[config.mk]
export PLATFORM = sky130hd
export DESIGN_NAME = e203_commit_monitor_flat
export DESIGN_NICKNAME = d
export VERILOG_FILES = /design/src/rtl/e203_commit_monitor_if.sv /design/src/rtl/e203_commit_monitor.sv /design/src/flat_wrapper.sv
export SDC_FILE = /design/constraint.sdc
export NUM_CORES = 1
export LEC_CHECK = 0
export BUFFER_PORTS_ARGS = -buffer_cell sky130_fd_sc_hd__buf_4
export CELL_PAD_IN_SITES_DETAIL_PLACEMENT = 2
export CELL_PAD_IN_SITES_GLOBAL_PLACEMENT = 2
export CORE_UTILIZATION = 27
export CTS_CLUSTER_DIAMETER = 30
export DETAILED_ROUTE_END_ITERATION = 8
export HOLD_SLACK_MARGIN = 0.03
export PLACE_DENSITY_LB_ADDON = 0.1
export SLEW_MARGIN = 25
export SYNTH_ARGS = -nofsm -noshare
export SYNTH_HDL_FRONTEND = slang
export SYNTH_SLANG_ARGS = --single-unit
export TNS_END_PERCENT = 100
[constraint.sdc]
create_clock -name hfclk -period 2.9 [get_ports hfclk]
set_input_delay 0 -clock hfclk [delete_from_list [all_inputs] [get_ports hfclk]]
set_output_delay 0 -clock hfclk [all_outputs]
set_load 0.1 [all_outputs]
[src/rtl/e203_commit_monitor_if.sv]
// Commit/issue observation bundle between the E203 core top and the run monitor.
// The core side drives every signal; the monitor only samples them.
interface e203_commit_monitor_if #(
   parameter int unsigned PC_W = 32,
   parameter int unsigned XLEN = 32
);
   logic            cmt_valid;
   logic [PC_W-1:0] cmt_pc;
   logic            ir_valid;
   logic            ir_ready;
   logic [XLEN-1:0] x3;
   logic            irq_busy;

   modport master (
      output cmt_valid, cmt_pc, ir_valid, ir_ready, x3, irq_busy
   );

   modport slave (
      input  cmt_valid, cmt_pc, ir_valid, ir_ready, x3, irq_busy
   );
endinterface

[src/rtl/e203_commit_monitor.sv]
// Run monitor downstream of the E203 commit stage: cycle/instruction counters,
// tohost bookkeeping, irq stimulus window and sticky done/pass/fail verdict.
// Optional feature macro: E203_CMT_TRACE_EN adds a ring buffer of recent
// committed PCs; without it trc_rd_pc and trc_cnt read as constant zero.
module e203_commit_monitor #(
   parameter int unsigned     PC_W        = 32,
   parameter int unsigned     XLEN        = 32,
   parameter logic [PC_W-1:0] PC_TOHOST   = PC_W'(32'h8000_0086),
   parameter logic [PC_W-1:0] PC_ARM      = PC_W'(32'h8000_015C),
   parameter logic [XLEN-1:0] PASS_SIG    = XLEN'(32'hdead_beef),
   parameter int unsigned     STOP_THRESH = 32,
   parameter int unsigned     TIMEOUT_CYC = 10_000_000,
   parameter int unsigned     TRACE_DEPTH = 16,
   localparam int unsigned    IDX_W       = $clog2(TRACE_DEPTH)
) (
   input  logic                  hfclk,
   input  logic                  rst_n,
   e203_commit_monitor_if.slave  mon,
   output logic [31:0]           cycle_cnt,
   output logic [31:0]           instr_cnt,
   output logic [31:0]           end_cycle,
   output logic [31:0]           tohost_cnt,
   output logic                  irq_arm,
   output logic                  done,
   output logic                  pass,
   output logic                  fail,
   output logic [1:0]            state,
   input  logic [IDX_W-1:0]      trc_rd_idx,
   output logic [PC_W-1:0]       trc_rd_pc,
   output logic [IDX_W:0]        trc_cnt
);

   typedef enum logic [1:0] {
      ST_BOOT  = 2'd0,
      ST_RUN   = 2'd1,
      ST_DRAIN = 2'd2,
      ST_DONE  = 2'd3
   } state_e;

   state_e      state_q;
   state_e      state_d;
   logic        set_pass;
   logic        set_fail;
   logic        end_seen;
   logic        active;
   logic        arm_hit;
   logic        tohost_hit;
   logic        pass_hit;
   logic        timeout_hit;
   logic        issue_fire;
   logic [31:0] tohost_cnt_d;

   // Decode the sampled core activity once; everything below is gated by "active".
   assign active       = (state_q != ST_DONE);
   assign arm_hit      = mon.cmt_valid && (mon.cmt_pc == PC_ARM);
   assign tohost_hit   = mon.cmt_valid && (mon.cmt_pc == PC_TOHOST);
   assign pass_hit     = (mon.x3 == PASS_SIG);
   assign timeout_hit  = (cycle_cnt == 32'(TIMEOUT_CYC));
   assign issue_fire   = mon.ir_valid && mon.ir_ready;
   assign tohost_cnt_d = tohost_cnt + 32'(active && tohost_hit);
   assign state        = state_q;

   // Next-state logic: a pass signature beats a coincident timeout only in BOOT/RUN.
   always_comb begin
      // NOTE: every output of this block is defaulted first so no path can infer a latch.
      state_d  = state_q;
      set_pass = 1'b0;
      set_fail = 1'b0;
      case (state_q)
         ST_BOOT: begin
            if (pass_hit) begin
               state_d = ST_DRAIN;
            end else if (timeout_hit) begin
               state_d  = ST_DONE;
               set_fail = 1'b1;
            end else if (arm_hit) begin
               state_d = ST_RUN;
            end
         end
         ST_RUN: begin
            if (pass_hit) begin
               state_d = ST_DRAIN;
            end else if (timeout_hit) begin
               state_d  = ST_DONE;
               set_fail = 1'b1;
            end
         end
         ST_DRAIN: begin
            if (timeout_hit) begin
               state_d  = ST_DONE;
               set_fail = 1'b1;
            end else if (!mon.irq_busy) begin
               state_d  = ST_DONE;
               set_pass = 1'b1;
            end
         end
         default: state_d = state_q;
      endcase
   end

   // FSM state register plus the sticky verdict flags that ride with it.
   always_ff @(posedge hfclk or negedge rst_n) begin
      if (!rst_n) begin
         // NOTE: sequential state uses non-blocking assignments so all registers see pre-edge values.
         state_q <= ST_BOOT;
         done    <= 1'b0;
         pass    <= 1'b0;
         fail    <= 1'b0;
      end else begin
         state_q <= state_d;
         done    <= (state_d == ST_DONE);
         if (set_pass) pass <= 1'b1;
         if (set_fail) fail <= 1'b1;
      end
   end

   // Free-running cycle counter; saturates and freezes once the run is over.
   always_ff @(posedge hfclk or negedge rst_n) begin
      if (!rst_n) begin
         cycle_cnt <= '0;
      end else if (active && (cycle_cnt != '1)) begin
         cycle_cnt <= cycle_cnt + 32'd1;
      end
   end

   // Issued-instruction counter; the first tohost cycle still counts.
   always_ff @(posedge hfclk or negedge rst_n) begin
      if (!rst_n) begin
         instr_cnt <= '0;
      end else if (active && issue_fire && !end_seen) begin
         instr_cnt <= instr_cnt + 32'd1;
      end
   end

   // Tohost hit counting; the first hit stamps the pre-increment cycle count.
   always_ff @(posedge hfclk or negedge rst_n) begin
      if (!rst_n) begin
         tohost_cnt <= '0;
         end_seen   <= 1'b0;
         end_cycle  <= '0;
      end else if (active && tohost_hit) begin
         tohost_cnt <= tohost_cnt_d;
         if (!end_seen) begin
            end_seen  <= 1'b1;
            end_cycle <= cycle_cnt;
         end
      end
   end

   // Irq window follows next-cycle state and count so it moves with them.
   always_ff @(posedge hfclk or negedge rst_n) begin
      if (!rst_n) begin
         irq_arm <= 1'b0;
      end else begin
         irq_arm <= (state_d == ST_RUN) && (tohost_cnt_d <= 32'(STOP_THRESH));
      end
   end

`ifdef E203_CMT_TRACE_EN
   logic [PC_W-1:0]  trc_mem [TRACE_DEPTH];
   logic [IDX_W-1:0] wr_ptr;
   logic [IDX_W:0]   trc_cnt_q;
   logic [IDX_W-1:0] rd_slot;
   logic             trc_wr;

   assign trc_wr  = active && mon.cmt_valid;
   assign trc_cnt = trc_cnt_q;

   // Ring pointers: write pointer wraps naturally, fill count saturates at depth.
   always_ff @(posedge hfclk or negedge rst_n) begin
      if (!rst_n) begin
         wr_ptr    <= '0;
         trc_cnt_q <= '0;
      end else if (trc_wr) begin
         wr_ptr <= wr_ptr + IDX_W'(1);
         if (trc_cnt_q != (IDX_W + 1)'(TRACE_DEPTH)) begin
            trc_cnt_q <= trc_cnt_q + (IDX_W + 1)'(1);
         end
      end
   end

   // Trace storage; entries beyond trc_cnt are masked on read instead.
   always_ff @(posedge hfclk) begin
      // NOTE: the array has no reset; stale contents are hidden by the trc_cnt read mask.
      if (trc_wr) trc_mem[wr_ptr] <= mon.cmt_pc;
   end

   // Newest-first read port; indexes past the fill level read as zero.
   always_comb begin
      rd_slot   = wr_ptr - IDX_W'(1) - trc_rd_idx;
      trc_rd_pc = '0;
      if ({1'b0, trc_rd_idx} < trc_cnt_q) trc_rd_pc = trc_mem[rd_slot];
   end
`else
   logic unused_trc_rd_idx;

   assign unused_trc_rd_idx = ^trc_rd_idx;
   assign trc_rd_pc         = '0;
   assign trc_cnt           = '0;
`endif

endmodule
[src/flat_wrapper.sv]
// flat-port wrapper written by rule: the top's interface ports become plain ports
module e203_commit_monitor_flat 
#(
   parameter int unsigned     PC_W        = 32,
   parameter int unsigned     XLEN        = 32,
   parameter logic [PC_W-1:0] PC_TOHOST   = PC_W'(32'h8000_0086),
   parameter logic [PC_W-1:0] PC_ARM      = PC_W'(32'h8000_015C),
   parameter logic [XLEN-1:0] PASS_SIG    = XLEN'(32'hdead_beef),
   parameter int unsigned     STOP_THRESH = 32,
   parameter int unsigned     TIMEOUT_CYC = 10_000_000,
   parameter int unsigned     TRACE_DEPTH = 16,
   localparam int unsigned    IDX_W       = $clog2(TRACE_DEPTH)
)
  (hfclk, rst_n, cycle_cnt, instr_cnt, end_cycle, tohost_cnt, irq_arm, done, pass, fail, state, trc_rd_idx, trc_rd_pc, trc_cnt, mon_cmt_valid, mon_cmt_pc, mon_ir_valid, mon_ir_ready, mon_x3, mon_irq_busy);
  e203_commit_monitor_if #(.PC_W(PC_W), .XLEN(XLEN)) mon_i ();
  input  logic hfclk;
  input  logic rst_n;
  output logic [31:0] cycle_cnt;
  output logic [31:0] instr_cnt;
  output logic [31:0] end_cycle;
  output logic [31:0] tohost_cnt;
  output logic irq_arm;
  output logic done;
  output logic pass;
  output logic fail;
  output logic [1:0] state;
  input  logic [IDX_W-1:0] trc_rd_idx;
  output logic [PC_W-1:0] trc_rd_pc;
  output logic [IDX_W:0] trc_cnt;
  input wire logic [$bits(mon_i.cmt_valid)-1:0] mon_cmt_valid;
  input wire logic [$bits(mon_i.cmt_pc)-1:0] mon_cmt_pc;
  input wire logic [$bits(mon_i.ir_valid)-1:0] mon_ir_valid;
  input wire logic [$bits(mon_i.ir_ready)-1:0] mon_ir_ready;
  input wire logic [$bits(mon_i.x3)-1:0] mon_x3;
  input wire logic [$bits(mon_i.irq_busy)-1:0] mon_irq_busy;
  assign mon_i.cmt_valid = mon_cmt_valid;
  assign mon_i.cmt_pc = mon_cmt_pc;
  assign mon_i.ir_valid = mon_ir_valid;
  assign mon_i.ir_ready = mon_ir_ready;
  assign mon_i.x3 = mon_x3;
  assign mon_i.irq_busy = mon_irq_busy;
  e203_commit_monitor #(.PC_W(PC_W), .XLEN(XLEN), .PC_TOHOST(PC_TOHOST), .PC_ARM(PC_ARM), .PASS_SIG(PASS_SIG), .STOP_THRESH(STOP_THRESH), .TIMEOUT_CYC(TIMEOUT_CYC), .TRACE_DEPTH(TRACE_DEPTH)) u_core (.hfclk(hfclk), .rst_n(rst_n), .mon(mon_i), .cycle_cnt(cycle_cnt), .instr_cnt(instr_cnt), .end_cycle(end_cycle), .tohost_cnt(tohost_cnt), .irq_arm(irq_arm), .done(done), .pass(pass), .fail(fail), .state(state), .trc_rd_idx(trc_rd_idx), .trc_rd_pc(trc_rd_pc), .trc_cnt(trc_cnt));
endmodule
==> metrics <==
status=finished, final reports clean; clock latency on the worst-skew pair=420 ps; Layout area overhead=39.7%; vias after detailed routing=5719; initial antenna violation count=0; DRC viols=0; CTS tree=done; Syn Inst Count=approximately 650; Final Cycle Share=92.3%; drt pass-1 iters=4; critical path type=register to register; post-synth top area share=49.0%; Synth Flop Type=dfrtp_1; critical path fanouts, max=6; worst vdd ir=0.289 mV; clock share of power=49.5%; FF+latch count, synth=135; total routed wirelength=22900 um; Syn Area/Cell=roughly 11 sq um; worst-margin pin slew=771 ps; Sw Pwr=1.25 mW; max frequency=373 MHz; Sw Ratio=27.6%; Combinational Power Share=8.7%; post-route minimum period=2680 ps; die area=between 0.02 and 0.03 sq mm; setup_tns=0 ps; htree depth=4; clock skew=13.1 ps; Leak=4.63 nW; area leader, netlist=dfrtp_1; CP endpoint kind=register; Root Driver=clkbuf_16; clk sinks=roughly 140; Overflow after GRT=0; sequential fraction of design power=41.8%; # IOs=245; Die Span Y=around 160 um; placer congestion estimate=approximately 0.84; Power Density=471 mW/mm^2; asr flop ratio synth=100%; Starting DRT DRC Count=166; P_int=3.28 mW; first-pass GRT wire length=36100 um; total CTS buffers=17; Final Hold Fails=0; relative slew slack=48.6%; Worst EP arrival=3000 ps; CTS max path bufs=2; site row count=58; pre-CTS WS=-181 ps; Initial Util=27.4%; Final setup viols=0; pin count of the biggest net entering global routing=78; Post-Syn Area=a little under 0.007 sq mm; YS warnings=0; Synth area leaders=dfrtp_1, xnor2_1, mux2_2; number of flops mapped to enable cells by yosys=0; PnR worst setup slack=222 ps; Slew Limit Fails=0; Distinct cells, synth=59; average wire per standard cell=18.6 um; gr usage total=17.8%; HPWL after detailed placement=between 15000 and 20000 um; Crit path required time=3220 ps; maximum capacitance violations=0; post-route ant nets=0; Reg clk slew, reported paths=~60 ps; PortBufs=approximately 200; core region area=0.0251 sq mm; vias in the first global route=6382; vias per cell=4.64; Ant. Diodes=0; final net count=970; worst hold path class=input port to register; chip width=between 150 and 200 um; layout cell share with drive strength beyond 1=a little over a third; Seq/Total Area, Yosys=49.0%; crit path launch type=register
==> layer usage <==
layer  track usage (%)  vias to the layer above  part of all wire [%]
met3              3.93                       17                   4.7
met4              5.15                        0                   1.3
met1              21.4                     2894                    42
li1                  -                     2688                     -
met2              31.8                      120                    52
met5                 0                        -                     0
==> layout by cell type (no fill, tap or decap), types with 19 or more instances in the layout <==
cell / n
dfrtp_1: 133
conb_1: 37
mux2_2: 28
and3_1: 19
nand4_1: 32
xnor2_1: 75
nand3_1: 32
nor2_1: 43
buf_4: 230
nand2_1: 71
xor2_1: 26
==> cells in the mapped netlist (5+ instances only) <==
master / number
a21oi_1: 8
and2_1: 7
and3_1: 19
and4_1: 9
buf_2: 8
buf_4: 39
clkbuf_1: 6
dfrtp_1: 135
ha_1: 5
inv_1: 11
mux2_1: 6
mux2_2: 28
nand2_1: 72
nand3_1: 33
nand4_1: 32
nand4b_1: 6
nor2_1: 45
nor3_1: 12
nor4_1: 10
nor4b_1: 7
xnor2_1: 75
xor2_1: 26
==> layout make-up <==
| type | instances | area (sq um) |
|---|---|---|
| timing repair buffer | 237 | 1820 |
| inverter | 12 | 50.0 |
| tap | 330 | 413 |
| clock buffer | 18 | 439 |
| sequential | 135 | 3390 |
| multi-input combinational | 488 | 3360 |
| clock inverter | 13 | 164 |
| fill | 2755 | 15500 |
==> kinds of logic after synthesis <==
kind of cell,after synthesis,synth area share (%)
flops,135,49.0
buf+inv,65,5.81
simple gates,276,22.1
compound gates,34,3.54
xor+xnor,101,12.8
fa+ha+maj,5,0.908
other cells,1,0.0544
mux,35,5.70
==> metrics by stage <==
step	cell area, sq um	hold slack [ps]	util [%]	instances	total power [mW]
after floorplan	7110	-296	-	688	2.22
after global placement	8920	94.1	35.5	1196	2.32
after detailed placement	8920	97.5	35.5	1196	2.32
after CTS	9550	73.1	38.0	1229	4.61
after global routing	9630	114	38.3	1233	4.70
final	9630	83.2	38.3	1233	4.53
==> power by group through the flow <==
| stage | Combinational (mW) | Clock [mW] | Sequential (mW) |
|---|---|---|---|
| floorplan | 0.262 | 0 | 1.96 |
| global placement | 0.388 | 0 | 1.93 |
| detailed placement | 0.392 | 0 | 1.93 |
| CTS | 0.395 | 2.32 | 1.90 |
| global route | 0.413 | 2.39 | 1.90 |
| finish | 0.393 | 2.24 | 1.90 |
==> sequential cells by signal (all words and copies together) (netlist names), 2 cells and up <==
| name | cells |
|---|---|
| u_core.end_cycle | 32 |
| u_core.cycle_cnt | 32 |
| u_core.tohost_cnt | 32 |
| u_core.state | 2 |
| u_core.instr_cnt | 32 |
==> critical path, cell delays in order, from the launching register on <==
cell      delay [ps]
dfrtp_4          440
nand2_4           50
nand4_1          150
clkinv_4          80
ha_4             180
ha_4             170
nand3_4          110
nor3_4            60
buf_6            140
a311o_1          330
a211o_1          310
nor4_2           150
nand4_1          180
nor4_2           240
==> final timing paths <==
| check | from | to | slack [ps] | depth (start not counted) |
|---|---|---|---|---|
| min reg2reg | u_core.pass | u_core.pass | 480 | 2 |
| min in group asynchronous | rst_n | u_core.tohost_cnt[4] | 170 | 2 |
| max in group asynchronous | rst_n | u_core.instr_cnt[16] | 1960 | 3 |
| min | mon_x3[14] | u_core.fail | 80 | 5 |
| max reg2reg | u_core.state[1] | u_core.irq_arm | 220 | 13 |
| max | u_core.state[1] | u_core.irq_arm | 220 | 13 |
==> repair_timing <==
action                     in CTS  in global routing
setup endpoints to repair       0                  1
gates resized for setup         0                 12
hold endpoints to repair       77                  0
setup buffers                   0                  4
hold buffers                    2                  0
(Power assumes the default switching activity.)
